[src/rtl/ex_stage_if.sv]
// Decode <-> execute bundle: decode-stage instruction fields in, EX and MEM forwarding results out.
interface ex_stage_if #(
    parameter int DW = 32,
    parameter int RW = 5
);
    logic [7:0]    id_aluop_i;
    logic [2:0]    id_alusel_i;
    logic [DW-1:0] id_reg1_i;
    logic [DW-1:0] id_reg2_i;
    logic [RW-1:0] id_wd_i;
    logic          id_wreg_i;

    logic [DW-1:0] ex_wdata_o;
    logic [RW-1:0] ex_wd_o;
    logic          ex_wreg_o;

    logic [DW-1:0] mem_wdata_o;
    logic [RW-1:0] mem_wd_o;
    logic          mem_wreg_o;

    // Decode side drives instruction fields and consumes forwarded results.
    modport master (
        output id_aluop_i, id_alusel_i, id_reg1_i, id_reg2_i, id_wd_i, id_wreg_i,
        input  ex_wdata_o, ex_wd_o, ex_wreg_o,
        input  mem_wdata_o, mem_wd_o, mem_wreg_o
    );

    modport slave (
        input  id_aluop_i, id_alusel_i, id_reg1_i, id_reg2_i, id_wd_i, id_wreg_i,
        output ex_wdata_o, ex_wd_o, ex_wreg_o,
        output mem_wdata_o, mem_wd_o, mem_wreg_o
    );
endinterface

[src/rtl/ex_stage.sv]
// MIPS32 execute stage: ID/EX register, logic/shift unit, EX/MEM register.
// Latency: id_* -> ex_* one edge, id_* -> mem_* two edges; ex_wdata is combinational from ID/EX.
// Backpressure: stall vector holds or bubbles each register; flush and rst clear both synchronously.
module ex_stage #(
    parameter int DW = 32,
    parameter int RW = 5
) (
    input  logic       clk,
    input  logic       rst,
    input  logic       stall_id,
    input  logic       stall_ex,
    input  logic       stall_mem,
    input  logic       flush,
    ex_stage_if.slave  bus
);

    localparam logic [2:0] SEL_NOP   = 3'b000;
    localparam logic [2:0] SEL_LOGIC = 3'b001;
    localparam logic [2:0] SEL_SHIFT = 3'b010;

    localparam logic [7:0] OP_AND  = 8'b0010_0100;
    localparam logic [7:0] OP_OR   = 8'b0010_0101;
    localparam logic [7:0] OP_XOR  = 8'b0010_0110;
    localparam logic [7:0] OP_NOR  = 8'b0010_0111;
    localparam logic [7:0] OP_ANDI = 8'b0101_1001;
    localparam logic [7:0] OP_SLL  = 8'b0111_1100;
    localparam logic [7:0] OP_SRL  = 8'b0000_0010;
    localparam logic [7:0] OP_SRA  = 8'b0000_0011;
    localparam logic [7:0] OP_SRLV = 8'b0000_0110;
    localparam logic [7:0] OP_SRAV = 8'b0000_0111;

    typedef struct packed {
        logic [7:0]    aluop;
        logic [2:0]    alusel;
        logic [DW-1:0] reg1;
        logic [DW-1:0] reg2;
        logic [RW-1:0] wd;
        logic          wreg;
    } idex_t;

    typedef struct packed {
        logic [DW-1:0] wdata;
        logic [RW-1:0] wd;
        logic          wreg;
    } exmem_t;

    idex_t   idex_q;
    idex_t   id_in;
    exmem_t  exmem_q;
    exmem_t  ex_out;

    logic [DW-1:0] logic_res;
    logic [DW-1:0] shift_res;
    logic [DW-1:0] ex_wdata;
    logic [4:0]    sa;

    assign id_in.aluop  = bus.id_aluop_i;
    assign id_in.alusel = bus.id_alusel_i;
    assign id_in.reg1   = bus.id_reg1_i;
    assign id_in.reg2   = bus.id_reg2_i;
    assign id_in.wd     = bus.id_wd_i;
    assign id_in.wreg   = bus.id_wreg_i;

    // Bubble when decode stalls but execute advances; hold only when both stall.
    always_ff @(posedge clk) begin
        if (rst || flush) begin
            idex_q <= '0;
        end else if (stall_id && !stall_ex) begin
            idex_q <= '0;
        end else if (!stall_id) begin
            idex_q <= id_in;
        end
    end

    always_comb begin
        logic_res = '0;
        case (idex_q.aluop)
            OP_AND, OP_ANDI: logic_res = idex_q.reg1 & idex_q.reg2;
            OP_OR:           logic_res = idex_q.reg1 | idex_q.reg2;
            OP_XOR:          logic_res = idex_q.reg1 ^ idex_q.reg2;
            OP_NOR:          logic_res = ~(idex_q.reg1 | idex_q.reg2);
            default:         logic_res = '0;
        endcase
    end

    // Shift amount always comes from reg1: decode places shamt or rs there.
    assign sa = idex_q.reg1[4:0];

    always_comb begin
        shift_res = '0;
        case (idex_q.aluop)
            OP_SLL:          shift_res = idex_q.reg2 << sa;
            OP_SRL, OP_SRLV: shift_res = idex_q.reg2 >> sa;
            OP_SRA, OP_SRAV: shift_res = $unsigned($signed(idex_q.reg2) >>> sa);
            default:         shift_res = '0;
        endcase
    end

    always_comb begin
        ex_wdata = '0;
        case (idex_q.alusel)
            SEL_LOGIC: ex_wdata = logic_res;
            SEL_SHIFT: ex_wdata = shift_res;
            SEL_NOP:   ex_wdata = '0;
            default:   ex_wdata = '0;
        endcase
    end

    assign ex_out.wdata = ex_wdata;
    assign ex_out.wd    = idex_q.wd;
    assign ex_out.wreg  = idex_q.wreg;

    always_ff @(posedge clk) begin
        if (rst || flush) begin
            exmem_q <= '0;
        end else if (stall_ex && !stall_mem) begin
            exmem_q <= '0;
        end else if (!stall_ex) begin
            exmem_q <= ex_out;
        end
    end

    assign bus.ex_wdata_o  = ex_out.wdata;
    assign bus.ex_wd_o     = ex_out.wd;
    assign bus.ex_wreg_o   = ex_out.wreg;
    assign bus.mem_wdata_o = exmem_q.wdata;
    assign bus.mem_wd_o    = exmem_q.wd;
    assign bus.mem_wreg_o  = exmem_q.wreg;

endmodule

[src/flat_wrapper.sv]
// flat-port wrapper written by rule: the top's interface ports become plain ports
module ex_stage_flat 
#(
    parameter int DW = 32,
    parameter int RW = 5
)
  (clk, rst, stall_id, stall_ex, stall_mem, flush, bus_id_aluop_i, bus_id_alusel_i, bus_id_reg1_i, bus_id_reg2_i, bus_id_wd_i, bus_id_wreg_i, bus_ex_wdata_o, bus_ex_wd_o, bus_ex_wreg_o, bus_mem_wdata_o, bus_mem_wd_o, bus_mem_wreg_o);
  ex_stage_if #(.DW(DW), .RW(RW)) bus_i ();
  input  logic clk;
  input  logic rst;
  input  logic stall_id;
  input  logic stall_ex;
  input  logic stall_mem;
  input  logic flush;
  input wire logic [$bits(bus_i.id_aluop_i)-1:0] bus_id_aluop_i;
  input wire logic [$bits(bus_i.id_alusel_i)-1:0] bus_id_alusel_i;
  input wire logic [$bits(bus_i.id_reg1_i)-1:0] bus_id_reg1_i;
  input wire logic [$bits(bus_i.id_reg2_i)-1:0] bus_id_reg2_i;
  input wire logic [$bits(bus_i.id_wd_i)-1:0] bus_id_wd_i;
  input wire logic [$bits(bus_i.id_wreg_i)-1:0] bus_id_wreg_i;
  output wire logic [$bits(bus_i.ex_wdata_o)-1:0] bus_ex_wdata_o;
  output wire logic [$bits(bus_i.ex_wd_o)-1:0] bus_ex_wd_o;
  output wire logic [$bits(bus_i.ex_wreg_o)-1:0] bus_ex_wreg_o;
  output wire logic [$bits(bus_i.mem_wdata_o)-1:0] bus_mem_wdata_o;
  output wire logic [$bits(bus_i.mem_wd_o)-1:0] bus_mem_wd_o;
  output wire logic [$bits(bus_i.mem_wreg_o)-1:0] bus_mem_wreg_o;
  assign bus_i.id_aluop_i = bus_id_aluop_i;
  assign bus_i.id_alusel_i = bus_id_alusel_i;
  assign bus_i.id_reg1_i = bus_id_reg1_i;
  assign bus_i.id_reg2_i = bus_id_reg2_i;
  assign bus_i.id_wd_i = bus_id_wd_i;
  assign bus_i.id_wreg_i = bus_id_wreg_i;
  assign bus_ex_wdata_o = bus_i.ex_wdata_o;
  assign bus_ex_wd_o = bus_i.ex_wd_o;
  assign bus_ex_wreg_o = bus_i.ex_wreg_o;
  assign bus_mem_wdata_o = bus_i.mem_wdata_o;
  assign bus_mem_wd_o = bus_i.mem_wd_o;
  assign bus_mem_wreg_o = bus_i.mem_wreg_o;
  ex_stage #(.DW(DW), .RW(RW)) u_core (.clk(clk), .rst(rst), .stall_id(stall_id), .stall_ex(stall_ex), .stall_mem(stall_mem), .flush(flush), .bus(bus_i));
endmodule
[config.mk]
export PLATFORM = sky130hd
export DESIGN_NAME = ex_stage_flat
export DESIGN_NICKNAME = d
export VERILOG_FILES = /design/src/rtl/ex_stage_if.sv /design/src/rtl/ex_stage.sv /design/src/flat_wrapper.sv
export SDC_FILE = /design/constraint.sdc
export NUM_CORES = 1
export LEC_CHECK = 0
export BUFFER_PORTS_ARGS = -buffer_cell sky130_fd_sc_hd__buf_2
export CELL_PAD_IN_SITES_DETAIL_PLACEMENT = 0
export CELL_PAD_IN_SITES_GLOBAL_PLACEMENT = 1
export CORE_UTILIZATION = 48
export DETAILED_ROUTE_END_ITERATION = 6
export GPL_TIMING_DRIVEN = 0
export PLACE_DENSITY_LB_ADDON = 0.1
export SETUP_SLACK_MARGIN = 0.2
export SYNTH_ARGS = -nofsm -noshare
export SYNTH_HDL_FRONTEND = slang
export SYNTH_SLANG_ARGS = --single-unit
[constraint.sdc]
create_clock -name clk -period 4.7 [get_ports clk]
set_input_delay 0.94 -clock clk [delete_from_list [all_inputs] [get_ports clk]]
set_output_delay 0.94 -clock clk [all_outputs]
set_load 0.02 [all_outputs]
==> results.yml, run 1 <==
status:
  status: "finished, violations left"
  violations: "design-rule violations"
floorplan:
  initial_core_util: 0.4923
  die_area_mm2: 0.02398
  ioPinCount: 163
  dieWidth_um: 154.9
  core_area_mm2: 0.02278
  rows: 55
  die_h_um: 154.9
drt:
  drt_iter0_drc: 1660
  wl_per_cell_um: 29.93
  dr.pass1.iters: 7
  detail-route-antenna-nets: 0
  avgViaCountPerCell: 6.814
  wirelength_um: 53520
  drc: 2
  routed-via-count: 12180
cells_and_area:
  regArea_mm2: 0.002384
  final_cell_mix: "buf_2, nor2_1, mux2i_1, dfxtp_1, clkbuf_1"
  syn2layout_area_growth_pct: 16.50
  fillCellCount: 2130
  nNetsFinal: 1613
  drive_above_1_share: 0.2478
  final_common_cell: "buf_2"
  multi_input_area_mm2: 0.007955
cts:
  clock_latency_ps: 440
  clkTransAtPathRegs_ps: 70
  cts.htree.levels: 4
  numCtsBuffers: 17
  cts.hold.buffers_added: 0
  cts_root_buf: "clkbuf_16"
  clock-sinks: 119
  post_cts.repair.setup_buffers: 0
  cts_buffer_depth: 2
  cts_tree: "built"
setup_path:
  arrival_ps: 3680
  reg2reg_depth: 10
  path_max_fanout: 10
  critical_path_class: "flip-flop to output pin"
  r2r_slack_ps: 1340
  critPathLaunchType: "flip-flop"
  required_ps: 3760
  crit_path_end_kind: "output pin"
timing:
  max_freq_mhz: 216.3
  tns_ps: 0
  finalSetupViolCount: 0
  layout_min_cycle_time_ps: 4623
  rsz0062_at_grt: "yes"
  worst_pin_slew_ps: 1222
  post-route-period-util: 0.9835
  finalClockSkew_ps: 21.04
  hold_viol_final: 0
  final_max_slew_viol_count: 0
  relSlewSlack: 0.1801
synthesis:
  ys.flop_type: "dfxtp_1"
  yosysWarnings: 0
  ys_seq_area_frac: 0.2124
  synth_edf_count: 0
  syn_area_mm2: 0.01121
  ys_ff_latch: 119
  synth.area.top_cells: "dfxtp_1, mux2i_1, mux4_2, ha_1, nor2_1"
  yosysTopAreaCellShare: 0.2124
  syn_area_per_cell_um2: 8.754
  yosysUniqueCellTypes: 85
  syn-num-nets: 1434
  synth_top_area_cell: "dfxtp_1"
  synthArstFlopShare: 0
  syn-instance-count: 1281
worst_hold_path:
  hp-class: "flip-flop to flip-flop"
  min_path_cells: 2
grt:
  grt-ovfl-total: 0
  grt_pass1_wl_um: 77250
  grt_max_degree: 17
  antenna_found_initial: 2
  groute.usage.overall: 0.4477
  grt_pass1_vias: 11310
place:
  portBuffers: 160
  dpl.hpwl_um: 41610
  gp_congestion: 1.070
pwr:
  ir_drop_mv: 0.1927
  p_leak_nw: 5.279
  p_total_mw: 2.993
  powerDensity_mw_per_mm2: 229.1
flow_run:
  drv_cap: 0
==> critical path, stage by stage, from the launching register on <==
cell and delay (ps):
dfxtp_1 440, clkinv_1 420, clkbuf_1 410, clkbuf_2 440, ha_1 320, xnor2_1 120
a22oi_1 160, nor2_1 70, a21oi_1 460, o32ai_2 190, buf_2 200
==> sequential cells by signal, indices dropped and copies added, names as in the netlist <==
signal / count
u_core.bus.ex_wd_o: 5
u_core.bus.ex_wreg_o: 1
u_core.bus.mem_wd_o: 5
u_core.bus.mem_wdata_o: 32
u_core.bus.mem_wreg_o: 1
u_core.idex_q: 75
==> Yosys cell counts (20+ instances only) <==
cell,n
nor2_1,147
mux2i_1,143
dfxtp_1,119
clkbuf_1,79
ha_1,66
inv_1,64
nand2_1,61
mux4_2,54
a22oi_1,46
a21oi_1,43
o21ai_0,40
xnor2_1,32
buf_2,30
mux2_2,28
nand3_1,20
==> area by class of cell <==
cell class / count / area share
antenna: 2 / 0.0003831
buffer: 134 / 0.05066
clock buffer: 19 / 0.03390
clock inverter: 13 / 0.01312
inverter: 67 / 0.01934
multi-input combinational: 961 / 0.6089
sequential: 119 / 0.1824
tap: 313 / 0.02998
timing repair buffer: 160 / 0.06129
==> through the flow <==
stage | cells | utilization | worst slack [ps] | cell area, µm² | hold slack [ps]
CTS | 1786 | 0.5722 | 206.3 | 13030 | 472.9
detailed placement | 1754 | 0.5447 | 332.4 | 12410 | 454.3
floorplan | 1281 | - | 1429 | 11210 | 484.1
global placement | 1754 | 0.5447 | 256.5 | 12410 | 444.4
global route | 1786 | 0.5734 | 109.7 | 13060 | 492.7
finish | 1788 | 0.5736 | 77.37 | 13070 | 473.7
==> logic make-up (layout without fill, tap and decap cells) <==
kind of cell / count (synthesis) / after routing / share of synthesized area
simple gates: 312 / 312 / 0.1294
flops: 119 / 119 / 0.2124
xor+xnor: 32 / 32 / 0.02499
compound gates: 325 / 325 / 0.2137
fa+ha+maj: 66 / 66 / 0.07364
other cells: 0 / 2 / 0
buf+inv: 201 / 393 / 0.08033
mux: 226 / 226 / 0.2655
==> what timing repair did <==
action,in CTS,in global routing
pin swaps,0,0
endpoints found under the setup margin,9,17
cloned,0,0
resized for setup,6,15
==> where the power goes <==
| group | switching [mW] | internal [mW] |
|---|---|---|
| clock network | 0.573 | 0.855 |
| registers | 0.0309 | 1.03 |
| logic | 0.307 | 0.194 |
| total | 0.911 | 2.08 |
==> layer usage <==
metal / wire length (µm) / vias up / global-route usage
met3: 7225 / 233 / 0.1663
met2: 22670 / 1011 / 0.6777
met1: 20270 / 5825 / 0.5552
met4: 3354 / 0 / 0.2334
met5: 0 / - / 0
li1: - / 5114 / -
==> path summary, 6_finish.rpt <==
| path | startpoint | end |
|---|---|---|
| min reg2reg | u_core.bus.mem_wdata_o[31]$_SDFFE_PP0N_ | u_core.bus.mem_wdata_o[31]$_SDFFE_PP0N_ |
| max | u_core.idex_q[42]$_SDFFE_PP0N_ | bus_ex_wdata_o[4] |
| min | u_core.bus.mem_wdata_o[31]$_SDFFE_PP0N_ | u_core.bus.mem_wdata_o[31]$_SDFFE_PP0N_ |
| max reg2reg | u_core.idex_q[42]$_SDFFE_PP0N_ | u_core.bus.mem_wdata_o[4]$_SDFFE_PP0N_ |
Power figures use the tool's default switching activity.
==> run 2, diff against run 1 <==
Settings changed: CORE_MARGIN from default to 10, PLACE_DENSITY from default to 0.87, PLACE_DENSITY_LB_ADDON 0.1 to default.
==> run 2 against run 1 <==
The flow still finishes with violations (design-rule violations). Design area about the same. Clock-buffer cell count down 1. Combinational power about the same. Core utilization down 0.23 points. Critical path depth up 1. First-iteration DRC count up 21%.
==> results.yml, run 2 (synthesis results as in run 1) <==
cells_and_area:
  drive_above_1_share: 0.2464
  largest_register_ffs: 75
  final_common_cell: "buf_2"
  regMostFlops: "u_core.idex_q"
  nNetsFinal: 1615
  final_cell_mix: "buf_2, nor2_1, mux2i_1, dfxtp_1, clkbuf_1"
  fin_cells: 1788
  syn2layout_area_growth_pct: 16.39
setup_path:
  critical_path_class: "flip-flop to output pin"
  crit_path_end_kind: "output pin"
  critPathLaunchType: "flip-flop"
  required_ps: 3760
  critPathSlowestCell: "clkbuf_1"
  reg2reg_depth: 10
  crit_family: "buffers and inverters"
  arrival_ps: 3700
  cp_slowest_stage_delay_ps: 600
  crit_buf_inv: 5
  path_cells: "clkbuf_1, clkinvlp_4, clkbuf_1, buf_2, ha_1, xnor2_1, a22oi_1, nor2_1, a21oi_1, o2bb2ai_1, buf_2"
  critical_path_depth: 11
  path_max_fanout: 10
status:
  status: "finished, violations left"
  violations: "design-rule violations"
timing:
  final_max_slew_viol_count: 0
  hold_viol_final: 0
  finalSetupViolCount: 0
  finalClockSkew_ps: 14.54
  layout_min_cycle_time_ps: 4644
  post-route-period-util: 0.9881
  rsz0062_at_grt: "yes"
  tns_ps: 0
  worst_pin_slew_ps: 1082
  max_freq_mhz: 215.3
  relSlewSlack: 0.2740
floorplan:
  rows: 55
  ioPinCount: 163
  dieWidth_um: 172.9
  die_area_mm2: 0.02988
  core_area_mm2: 0.02285
  die_h_um: 172.9
  initial_core_util: 0.4909
cts:
  clock-sinks: 119
  clkTransAtPathRegs_ps: 60
  numCtsBuffers: 17
  cts.htree.levels: 4
  cts_root_buf: "clkbuf_16"
  cts_tree: "built"
  cts_buffer_depth: 2
  clock_latency_ps: 440
  cts.hold.buffers_added: 0
pwr:
  pwr-share-comb: 0.170
  intPower_mw: 2.070
  clkPwrFrac: 0.470
  netSwitchingFraction: 0.2999
  power.switching_mw: 0.8867
  p_leak_nw: 5.283
  p_seq_frac: 0.360
  powerDensity_mw_per_mm2: 226.5
  ir_drop_mv: 0.1882
place:
  dpl.cell_count: 1754
  portBuffers: 160
  gp_congestion: 1.138
  dpl.hpwl_um: 42810
worst_hold_path:
  hp-class: "flip-flop to flip-flop"
  min_path_cells: 2
grt:
  grt_max_degree: 17
  grt-ovfl-total: 0
  grt_pass1_vias: 11450
  groute.usage.overall: 0.3475
  antenna_found_initial: 2
  grt_pass1_wl_um: 79200
flow_run:
  drv_cap: 0
drt:
  avgViaCountPerCell: 6.890
  drt_iter0_drc: 2002
  wl_per_cell_um: 30.71
  wirelength_um: 54920
  routed-via-count: 12320
  detail-route-antenna-nets: 0
  drc: 1
  dr.pass1.iters: 7
==> run 2: final timing paths <==
check	start	end	slack [ps]
setup / recovery	u_core.idex_q[41]$_SDFFE_PP0N_	bus_ex_wdata_o[3]	60
hold / removal	u_core.bus.mem_wdata_o[31]$_SDFFE_PP0N_	u_core.bus.mem_wdata_o[31]$_SDFFE_PP0N_	470
setup reg to reg	u_core.idex_q[41]$_SDFFE_PP0N_	u_core.bus.mem_wdata_o[3]$_SDFFE_PP0N_	1440
hold reg to reg	u_core.bus.mem_wdata_o[31]$_SDFFE_PP0N_	u_core.bus.mem_wdata_o[31]$_SDFFE_PP0N_	470
==> run 2: power groups by stage <==
stage / Clock [mW] / Sequential (mW) / Combinational (mW)
final: 1.39 / 1.06 / 0.504
after global routing: 1.44 / 1.07 / 0.526
after CTS: 1.39 / 1.06 / 0.480
after detailed placement: 0 / 1.08 / 0.477
after global placement: 0 / 1.08 / 0.475
after floorplan: 0 / 1.08 / 0.307
==> run 2: worst min-delay path: cells and delay by family (launching register included) <==
| kind | cells | cell delay, ps |
|---|---|---|
| simple gates | 1 | 50 |
| compound gates | 1 | 60 |
| flops | 1 | 320 |
==> run 2: metrics by stage <==
stage / setup WS (ps) / utilization / hold WS [ps] / power (mW) / cell area [µm²]
after global routing: 27.95 / 0.5711 / 498.2 / 3.026 / 13050
after floorplan: 1429 / - / 484.1 / 1.386 / 11210
after detailed placement: 415.1 / 0.5430 / 447.8 / 1.561 / 12410
final: 56.11 / 0.5713 / 465.6 / 2.957 / 13050
after CTS: 203.0 / 0.5697 / 467.0 / 2.928 / 13020
after global placement: 399.9 / 0.5430 / 443.6 / 1.558 / 12410
==> run 2: routing by layer <==
metal  GRT usage  wire length [µm]
met5           0                 0
met4      0.1879              3756
met3      0.1387              8026
met2      0.5103             22640
met1      0.4273             20490
==> run 2: timing repair <==
item	in CTS	in global routing
gates resized for setup	8	8
buffers inserted	0	2
setup endpoints to repair	5	7
pin swaps	0	0
==> run 2: cell type report <==
class                   count  area, µm²
flip-flops and latches    119       2384
fillers                  2181       9794
plain buffers             134      658.1
multi-input cells         961       7951
repair buffers            162      815.8
diodes                      2      5.005
well taps                 313      391.6
inverters                  67      255.2
clock inverters            12      152.6
clock buffers              18      439.2
==> run 3, diff against run 2 <==
Settings changed: GPL_TIMING_DRIVEN 0 to default, HOLD_SLACK_MARGIN from default to 0.06.
==> run 3 against run 2 <==
The flow now finishes without violations. Largest power group unchanged. Total power is 0.23% higher. Largest cell class unchanged. Clock-buffer cell count fell by 1. Flip-flop and latch count unchanged.
==> results.yml, run 3 (synthesis results as in run 1) <==
cells_and_area:
  final_common_cell: "buf_2"
  final_cell_mix: "buf_2, nor2_1, mux2i_1, dfxtp_1, ha_1"
  drive_above_1_share: 0.2629
  fin_cells: 1709
  nNetsFinal: 1536
  fillCellCount: 2137
  multi_input_area_mm2: 0.007949
  largest_register_ffs: 75
  regArea_mm2: 0.002394
  n_antenna_cell: 0
  syn2layout_area_growth_pct: 14.91
  regMostFlops: "u_core.idex_q"
timing:
  tns_ps: 0
  fin_ws_ps: 431.4
  hold_viol_final: 0
  relSlewSlack: 0.3247
  max_freq_mhz: 234.3
  finalClockSkew_ps: 9.267
  final_max_slew_viol_count: 0
  rsz0062_at_grt: "no"
  layout_min_cycle_time_ps: 4269
  post-route-period-util: 0.9082
  worst_pin_slew_ps: 1009
  finalSetupViolCount: 0
drt:
  drc: 0
  routed-via-count: 11280
  detail-route-antenna-nets: 0
  drt-met1-wl_um: 19480
  dr_wl_met3_um: 5755
  routed.top_layer: "met5"
  wl_per_cell_um: 27.84
  wirelength_um: 47590
  dr.pass1.iters: 6
  wl_met2_um: 20190
  avgViaCountPerCell: 6.599
  drt_iter0_drc: 1583
floorplan:
  dieWidth_um: 172.9
  initial_core_util: 0.4909
  die_h_um: 172.9
  die_area_mm2: 0.02988
  rows: 55
  ioPinCount: 163
  core_area_mm2: 0.02285
pwr:
  powerDensity_mw_per_mm2: 230.0
  p_leak_nw: 5.201
  ir_drop_mv: 0.1928
  p_total_mw: 2.964
setup_path:
  crit_buf_inv: 3
  arrival_ps: 3330
  path_max_fanout: 23
  cp_slowest_stage_delay_ps: 520
  crit_path_end_kind: "output pin"
  required_ps: 3760
  critPathSlowestCell: "or4b_1"
  path_cells: "buf_4, or4b_1, o22ai_2, and2_1, buf_4, o2bb2ai_1, a22o_1, buf_2"
  critPathLaunchType: "flip-flop"
  critical_path_class: "flip-flop to output pin"
  crit_family: "compound AO/OA/AOI/OAI gates"
  cpMostUsedCell: "buf_4"
status:
  status: "completed"
cts:
  cts.hold.buffers_added: 0
  clock-sinks: 119
  clkTransAtPathRegs_ps: 60
  cts_resized: 0
  clock_latency_ps: 440
  cts_root_buf: "clkbuf_16"
  numCtsBuffers: 17
  cts.htree.levels: 4
  cts_buffer_depth: 2
  cts_tree: "built"
grt:
  grt_max_degree: 74
  groute.usage.overall: 0.3043
  grt-ovfl-total: 0
  grt_pass1_wl_um: 70860
  antenna_found_initial: 0
  grt_pass1_vias: 10790
place:
  post-place-ws_ps: 810.4
  dpl.cell_count: 1676
  dpl.hpwl_um: 36020
  gp_congestion: 1.113
  portBuffers: 162
worst_hold_path:
  hp-class: "flip-flop to flip-flop"
flow_run:
  drv_cap: 0
[run 3: where the power goes]
part	internal [mW]	leakage, nW	switching, mW
logic	0.192	3.93	0.256
registers	1.03	0.968	0.0492
clock network	0.849	0.302	0.585
total	2.07	5.20	0.891
[run 3: tightest hold or removal path, delay by kind of cell (launching register included)]
family / cells / cell delay [ps]
AO/OA/AOI/OAI: 1 / 60
flip-flops: 1 / 320
AND/OR/NAND/NOR: 1 / 50
[run 3: path summary, 6_finish.rpt]
check / from / cells after the start / slack, ps / to
max: u_core.idex_q[73]$_SDFFE_PP0N_ / 8 / 430 / bus_ex_wdata_o[7]
min: u_core.bus.mem_wdata_o[31]$_SDFFE_PP0N_ / 2 / 460 / u_core.bus.mem_wdata_o[31]$_SDFFE_PP0N_
max reg2reg: u_core.idex_q[41]$_SDFFE_PP0N_ / 7 / 1720 / u_core.bus.mem_wdata_o[26]$_SDFFE_PP0N_
min reg2reg: u_core.bus.mem_wdata_o[31]$_SDFFE_PP0N_ / 2 / 460 / u_core.bus.mem_wdata_o[31]$_SDFFE_PP0N_
[run 3: repair_timing]
action | 4_1_cts | 5_1_grt
setup endpoints to repair | 0 | 2
hold endpoints to repair | 0 | 0
setup buffers | 0 | 1
[run 3: layout make-up]
type / count / share of cell area
multi-input combinational: 961 / 0.6169
sequential: 119 / 0.1857
timing repair buffer: 217 / 0.09962
clock buffer: 17 / 0.03301
tap: 313 / 0.03039
inverter: 67 / 0.01952
clock inverter: 15 / 0.01486
[run 3: metal layers]
metal | vias up | global-route usage
li1 | 4952 | -
met1 | 5452 | 0.3974
met2 | 730 | 0.4511
met3 | 141 | 0.1048
met4 | 2 | 0.1150
met5 | - | 0.02492
[run 3: per-stage QoR]
| step | utilization | hold WS [ps] | area, µm² |
|---|---|---|---|
| after global placement | 0.5358 | 446.4 | 12240 |
| after floorplan | - | 484.1 | 11210 |
| after global routing | 0.5640 | 501.4 | 12890 |
| after CTS | 0.5628 | 458.7 | 12860 |
| final | 0.5640 | 464.0 | 12890 |
| after detailed placement | 0.5358 | 441.6 | 12240 |
